===== src/rtl/udbn_if.sv =====
// Bus bundle for the udbn BCD counter: control/load inputs and count/status outputs.
// Clock and reset stay outside the bundle as plain ports.
interface udbn_if #(
  parameter int unsigned DIGITS = 4
) ();

  logic                  udbn_en;
  logic                  udbn_load;
  logic [4*DIGITS-1:0]   udbn_load_input;
  logic                  udbn_direction;
  logic [4*DIGITS-1:0]   udbn_q;
  logic                  udbn_tc;
  logic                  udbn_wrap;
  logic                  udbn_err;

  modport master (
    output udbn_en,
    output udbn_load,
    output udbn_load_input,
    output udbn_direction,
    input  udbn_q,
    input  udbn_tc,
    input  udbn_wrap,
    input  udbn_err
  );

  modport slave (
    input  udbn_en,
    input  udbn_load,
    input  udbn_load_input,
    input  udbn_direction,
    output udbn_q,
    output udbn_tc,
    output udbn_wrap,
    output udbn_err
  );

endinterface


===== src/rtl/udbn.sv =====
// Fully synchronous N-digit BCD up/down counter with parallel load, wrap/saturate mode,
// combinational terminal-count output, registered wrap pulse and sticky bad-load flag.
module udbn #(
  parameter int unsigned DIGITS   = 4,
  parameter bit          SAT_MODE = 1'b0
) (
  input logic   udbn_clk,
  input logic   udbn_rst,
  udbn_if.slave bus
);

  localparam int unsigned W = 4 * DIGITS;

  logic [W-1:0] cnt_q, cnt_d, step_cnt;
  logic         wrap_q, wrap_d;
  logic         err_q, err_d;
  logic         at_term;
  logic         load_ok;

  // Digit i steps only when every lower digit is at its rollover value; this ripple of
  // enables replaces the old derived-clock carry chain.
  always_comb begin : step_logic
    logic [3:0] dig;
    logic [3:0] ld;
    logic       all9;
    logic       all0;
    step_cnt = cnt_q;
    load_ok  = 1'b1;
    all9     = 1'b1;
    all0     = 1'b1;
    dig      = 4'd0;
    ld       = 4'd0;
    for (int i = 0; i < int'(DIGITS); i++) begin
      dig = cnt_q[4*i +: 4];
      ld  = bus.udbn_load_input[4*i +: 4];
      if (!bus.udbn_direction && all9) begin
        step_cnt[4*i +: 4] = (dig == 4'd9) ? 4'd0 : dig + 4'd1;
      end else if (bus.udbn_direction && all0) begin
        step_cnt[4*i +: 4] = (dig == 4'd0) ? 4'd9 : dig - 4'd1;
      end
      all9 = all9 & (dig == 4'd9);
      all0 = all0 & (dig == 4'd0);
      if (ld > 4'd9) begin
        load_ok = 1'b0;
      end
    end
    at_term = bus.udbn_direction ? all0 : all9;
  end

  always_comb begin
    cnt_d  = cnt_q;
    wrap_d = 1'b0;
    err_d  = err_q;
    if (bus.udbn_load) begin
      if (load_ok) begin
        cnt_d = bus.udbn_load_input;
        err_d = 1'b0;
      end else begin
        err_d = 1'b1;
      end
    end else if (bus.udbn_en) begin
      // At terminal the stepped value is already the wrapped value (all 0s or all 9s).
      if (!(at_term && SAT_MODE)) begin
        cnt_d = step_cnt;
      end
      wrap_d = at_term && !SAT_MODE;
    end
  end

  always_ff @(posedge udbn_clk or negedge udbn_rst) begin
    if (!udbn_rst) begin
      cnt_q  <= '0;
      wrap_q <= 1'b0;
      err_q  <= 1'b0;
    end else begin
      cnt_q  <= cnt_d;
      wrap_q <= wrap_d;
      err_q  <= err_d;
    end
  end

  assign bus.udbn_q    = cnt_q;
  assign bus.udbn_wrap = wrap_q;
  assign bus.udbn_err  = err_q;
  assign bus.udbn_tc   = bus.udbn_en & ~bus.udbn_load & at_term;

endmodule


===== src/flat_wrapper.sv =====
// flat-port wrapper written by rule: the top's interface ports become plain ports
module udbn_flat 
#(
  parameter int unsigned DIGITS   = 4,
  parameter bit          SAT_MODE = 1'b0
)
  (udbn_clk, udbn_rst, bus_udbn_en, bus_udbn_load, bus_udbn_load_input, bus_udbn_direction, bus_udbn_q, bus_udbn_tc, bus_udbn_wrap, bus_udbn_err);
  udbn_if #(.DIGITS(DIGITS)) bus_i ();
  input logic udbn_clk;
  input logic udbn_rst;
  input wire logic [$bits(bus_i.udbn_en)-1:0] bus_udbn_en;
  input wire logic [$bits(bus_i.udbn_load)-1:0] bus_udbn_load;
  input wire logic [$bits(bus_i.udbn_load_input)-1:0] bus_udbn_load_input;
  input wire logic [$bits(bus_i.udbn_direction)-1:0] bus_udbn_direction;
  output wire logic [$bits(bus_i.udbn_q)-1:0] bus_udbn_q;
  output wire logic [$bits(bus_i.udbn_tc)-1:0] bus_udbn_tc;
  output wire logic [$bits(bus_i.udbn_wrap)-1:0] bus_udbn_wrap;
  output wire logic [$bits(bus_i.udbn_err)-1:0] bus_udbn_err;
  assign bus_i.udbn_en = bus_udbn_en;
  assign bus_i.udbn_load = bus_udbn_load;
  assign bus_i.udbn_load_input = bus_udbn_load_input;
  assign bus_i.udbn_direction = bus_udbn_direction;
  assign bus_udbn_q = bus_i.udbn_q;
  assign bus_udbn_tc = bus_i.udbn_tc;
  assign bus_udbn_wrap = bus_i.udbn_wrap;
  assign bus_udbn_err = bus_i.udbn_err;
  udbn #(.DIGITS(DIGITS), .SAT_MODE(SAT_MODE)) u_core (.udbn_clk(udbn_clk), .udbn_rst(udbn_rst), .bus(bus_i));
endmodule

===== config.mk =====
export PLATFORM = sky130hd
export DESIGN_NAME = udbn_flat
export DESIGN_NICKNAME = d
export VERILOG_FILES = /design/src/rtl/udbn_if.sv /design/src/rtl/udbn.sv /design/src/flat_wrapper.sv
export SDC_FILE = /design/constraint.sdc
export NUM_CORES = 1
export LEC_CHECK = 0
export CORE_AREA = 3 3 59 61
export DETAILED_ROUTE_END_ITERATION = 8
export DIE_AREA = 0 0 62 64
export PLACE_DENSITY = 0.84
export REMOVE_ABC_BUFFERS = 1
export SLEW_MARGIN = 40
export SYNTH_ARGS = -nofsm -noshare
export SYNTH_HDL_FRONTEND = slang
export SYNTH_SLANG_ARGS = --single-unit

===== constraint.sdc =====
create_clock -name udbn_clk -period 3.5 [get_ports udbn_clk]
set_input_delay 0.7 -clock udbn_clk [delete_from_list [all_inputs] [get_ports udbn_clk]]
set_output_delay 0.7 -clock udbn_clk [all_outputs]
set_load 0.02 [all_outputs]

==> results.sh <==
export IMPL_run_status="finished clean"
export IMPL_period_minus_slack_ps=3240
export IMPL_finish_cell_count_without_fillers=285
export IMPL_multi_input_comb_area_sq_um=1040
export IMPL_detailedRoute_firstPassIterationCount=4
export IMPL_wl_microns=4150
export IMPL_num_io_pins=40
export IMPL_cp_data_required_time_ps=2800
export IMPL_grt_start_max_net_pins=29
export IMPL_die_area_sq_um=3970
export IMPL_ys_seq_elements=18
export IMPL_grt_total_usage_pct=21.7
export IMPL_worstSetupEndpointType="output port"
export IMPL_synthesis_instances=200
export IMPL_achievable_frequency_mhz=309
export IMPL_rsz0062_at_grt="no"
export IMPL_synth_yosys_warnings=0
export IMPL_dp_hpwl_microns=2890
export IMPL_power_ir_vdd_worst_v=0.000244
export IMPL_grt_pass1_vias=1526
export IMPL_layout_cell_share_with_drive_strength_beyond_1_pct=12.4
export IMPL_synthesis_area_sq_um=1600
export IMPL_seq_area_frac_synth_pct=28.2
export IMPL_finalClockSkew_ps=6.01
export IMPL_slew_limit_headroom_pct=63.8
export IMPL_nets=263
export IMPL_holdWs_ps=319
export IMPL_wl_per_cell_microns=14.6
export IMPL_grt_pass1_wl_microns=6770
export IMPL_netlist_cell_type_count=53
export IMPL_setup_violations_final=0
export IMPL_antenna_cells=0
export IMPL_cts_hold_buffers=0
export IMPL_dominantRegCellSynth="dfrtp_1"
export IMPL_detailroute_via_count=1686
export IMPL_finish_utilization_pct=69.9
export IMPL_max_slew_violation_total_from_the_final_report=0
export IMPL_tritoncts_buffer_count=3
export IMPL_rows=20
export IMPL_timing_worst_setup_path_type="in2out"
export IMPL_remaining_drc_errors=0
export IMPL_cts_tree="built"
export IMPL_hold_viol=0
export IMPL_ctsLongestPathBuffers=2
export IMPL_dp_cells=281
export IMPL_grt_overflow=0
export IMPL_initial_utilization_pct=52.7
export IMPL_maxCapViolations=0
export IMPL_avgSynthCellArea_sq_um=7.98
export IMPL_power_static_leakage_nw=0.823
export IMPL_detailed_route_vias_per_instance=5.92
export IMPL_post_synth_edffs=0
export IMPL_start_kind="primary input"
export IMPL_die_height_microns=64
export IMPL_worstPathArrival_ps=2540
export IMPL_io_buffers=39
export IMPL_worst_slew_pin_slew_ps=540
export IMPL_antenna_left=0
export IMPL_syn_to_final_growth_pct=32.6
export IMPL_core_area_sq_um=3030
export IMPL_chipWidth_microns=62
export IMPL_timing_critical_path_fanout_max=2
export IMPL_drt_initial_drc_count=79
export IMPL_clock_sinks=18
export IMPL_initial_antenna_violation_count=0
export IMPL_power_density_nw_per_um2=517
export IMPL_period_share_pct=92.6
export IMPL_place_congestion=0.828
export IMPL_worst_setup_hold_path_clk_slew_ps=110
export IMPL_cts_root_buffer="clkbuf_4"
export IMPL_cts_htree_levels=1
export IMPL_seqCellArea_sq_um=450
export IMPL_asyncSetResetFlopFracSynth_pct=100
export IMPL_clock_insertion_delay_worst_skew_ps=300
export IMPL_worstHoldPathType="in2async"
export IMPL_totalNegativeSetupSlack_ps=0
export IMPL_num_fill_cells=255
==> final timing paths <==
kind                                 startpoint  cells past startpoint                     to  slack, ps
setup / recovery             bus_udbn_direction                      8            bus_udbn_tc        260
max in group asynchronous              udbn_rst                      1   u_core.bus.udbn_q[1]       2880
hold reg to reg             u_core.bus.udbn_err                      1    u_core.bus.udbn_err        570
setup reg to reg           u_core.bus.udbn_q[2]                      8  u_core.bus.udbn_q[11]       1290
hold / removal                         udbn_rst                      1  u_core.bus.udbn_q[13]        320
min in group udbn_clk       u_core.bus.udbn_err                      1    u_core.bus.udbn_err        570
==> stage by stage <==
step	setup WS [ps]	power [mW]	instance area, sq um
finish	260	1.09	2120
global route	90.4	1.17	2120
CTS	43.9	1.09	2110
detailed placement	-247	0.958	2080
global placement	-234	0.944	2080
floorplan	430	0.696	1510
==> report_power, final <==
group          internal (mW)  switching, mW  total [mW]
clock network         0.0635         0.0698       0.133
registers              0.259         0.0973       0.357
logic                  0.302          0.303       0.605
total                  0.624          0.470        1.09
==> cell usage after synthesis, types with 2 or more instances <==
| master | number | area [sq um] |
|---|---|---|
| o31ai_1 | 5 | 37.5 |
| and3b_1 | 3 | 26.3 |
| nor2_1 | 19 | 71.3 |
| inv_1 | 6 | 22.5 |
| buf_4 | 2 | 15.0 |
| nand3_1 | 10 | 50.1 |
| or3_1 | 4 | 25.0 |
| nor3b_1 | 2 | 15.0 |
| nor4b_1 | 2 | 17.5 |
| a211o_1 | 2 | 17.5 |
| a221oi_1 | 2 | 17.5 |
| xnor2_1 | 7 | 61.3 |
| nor3_1 | 4 | 20.0 |
| nand4_1 | 2 | 12.5 |
| nand2_1 | 12 | 45.0 |
| nand4bb_1 | 2 | 22.5 |
| o311ai_0 | 2 | 17.5 |
| a311oi_1 | 2 | 17.5 |
| nand2b_1 | 6 | 37.5 |
| nor4_1 | 3 | 18.8 |
| a31oi_1 | 3 | 18.8 |
| a21oi_1 | 11 | 55.1 |
| o211ai_1 | 2 | 15.0 |
| a22o_1 | 3 | 26.3 |
| o21ai_0 | 13 | 65.1 |
| a2111oi_0 | 4 | 35.0 |
| clkbuf_1 | 13 | 48.8 |
| nor2b_1 | 8 | 50.1 |
| and3_1 | 3 | 18.8 |
| buf_2 | 3 | 15.0 |
| dfrtp_1 | 18 | 450 |
==> state kept, by name, indices dropped and copies added, names as in the netlist <==
name                  count
u_core.bus.udbn_q        16
u_core.bus.udbn_wrap      1
u_core.bus.udbn_err       1
==> cell usage in the layout, fill, tap and decap left out, drive strengths merged, types with 4 or more instances in the layout <==
cell type	n
nor3	4
or3	4
o21ai	14
buf	18
dfrtp	18
a21oi	11
xnor2	7
nor4	4
a2111oi	4
nor2	19
nand2	12
nand3	10
o31ai	6
clkbuf	5
clkdlybuf4s50	37
inv	6
nand2b	6
nor2b	8
==> cell families (layout without fill, tap and decap cells) <==
group,count (synthesis),in the layout,share of synthesized area (%)
simple gates,87,87,33.2
compound gates,61,61,26.5
buf+inv,25,66,7.06
flops,18,18,28.2
xor+xnor,8,8,4.39
mux,1,1,0.627
==> critical path, stage by stage <==
cell,delay [ps]
clkdlybuf4s50_1,470
nor4b_2,230
and3b_1,230
and3_1,190
nor3b_1,180
a31oi_1,90
nor4b_2,240
clkbuf_2,200
==> layer usage <==
layer  GRT usage (%)  part of all wire, %
met4            6.90                 0.99
met1            29.8                   46
met2            33.4                   47
met5               0                    0
met3            4.44                  5.2
==> final cells by class <==
type,instances,area share (%)
multi-input cells,157,49.3
repair buffers,56,24.0
flip-flops and latches,18,21.3
well taps,44,2.60
clock buffers,4,1.71
inverters,6,1.06
==> timing repair <==
item                       4_1_cts  5_1_grt
setup endpoints to repair        1        1
resized for setup                1        4
pin swaps                        0        0
buffers inserted                 0        0
gates cloned                     0        0
Note: power is estimated with default switching activity, not from simulation.
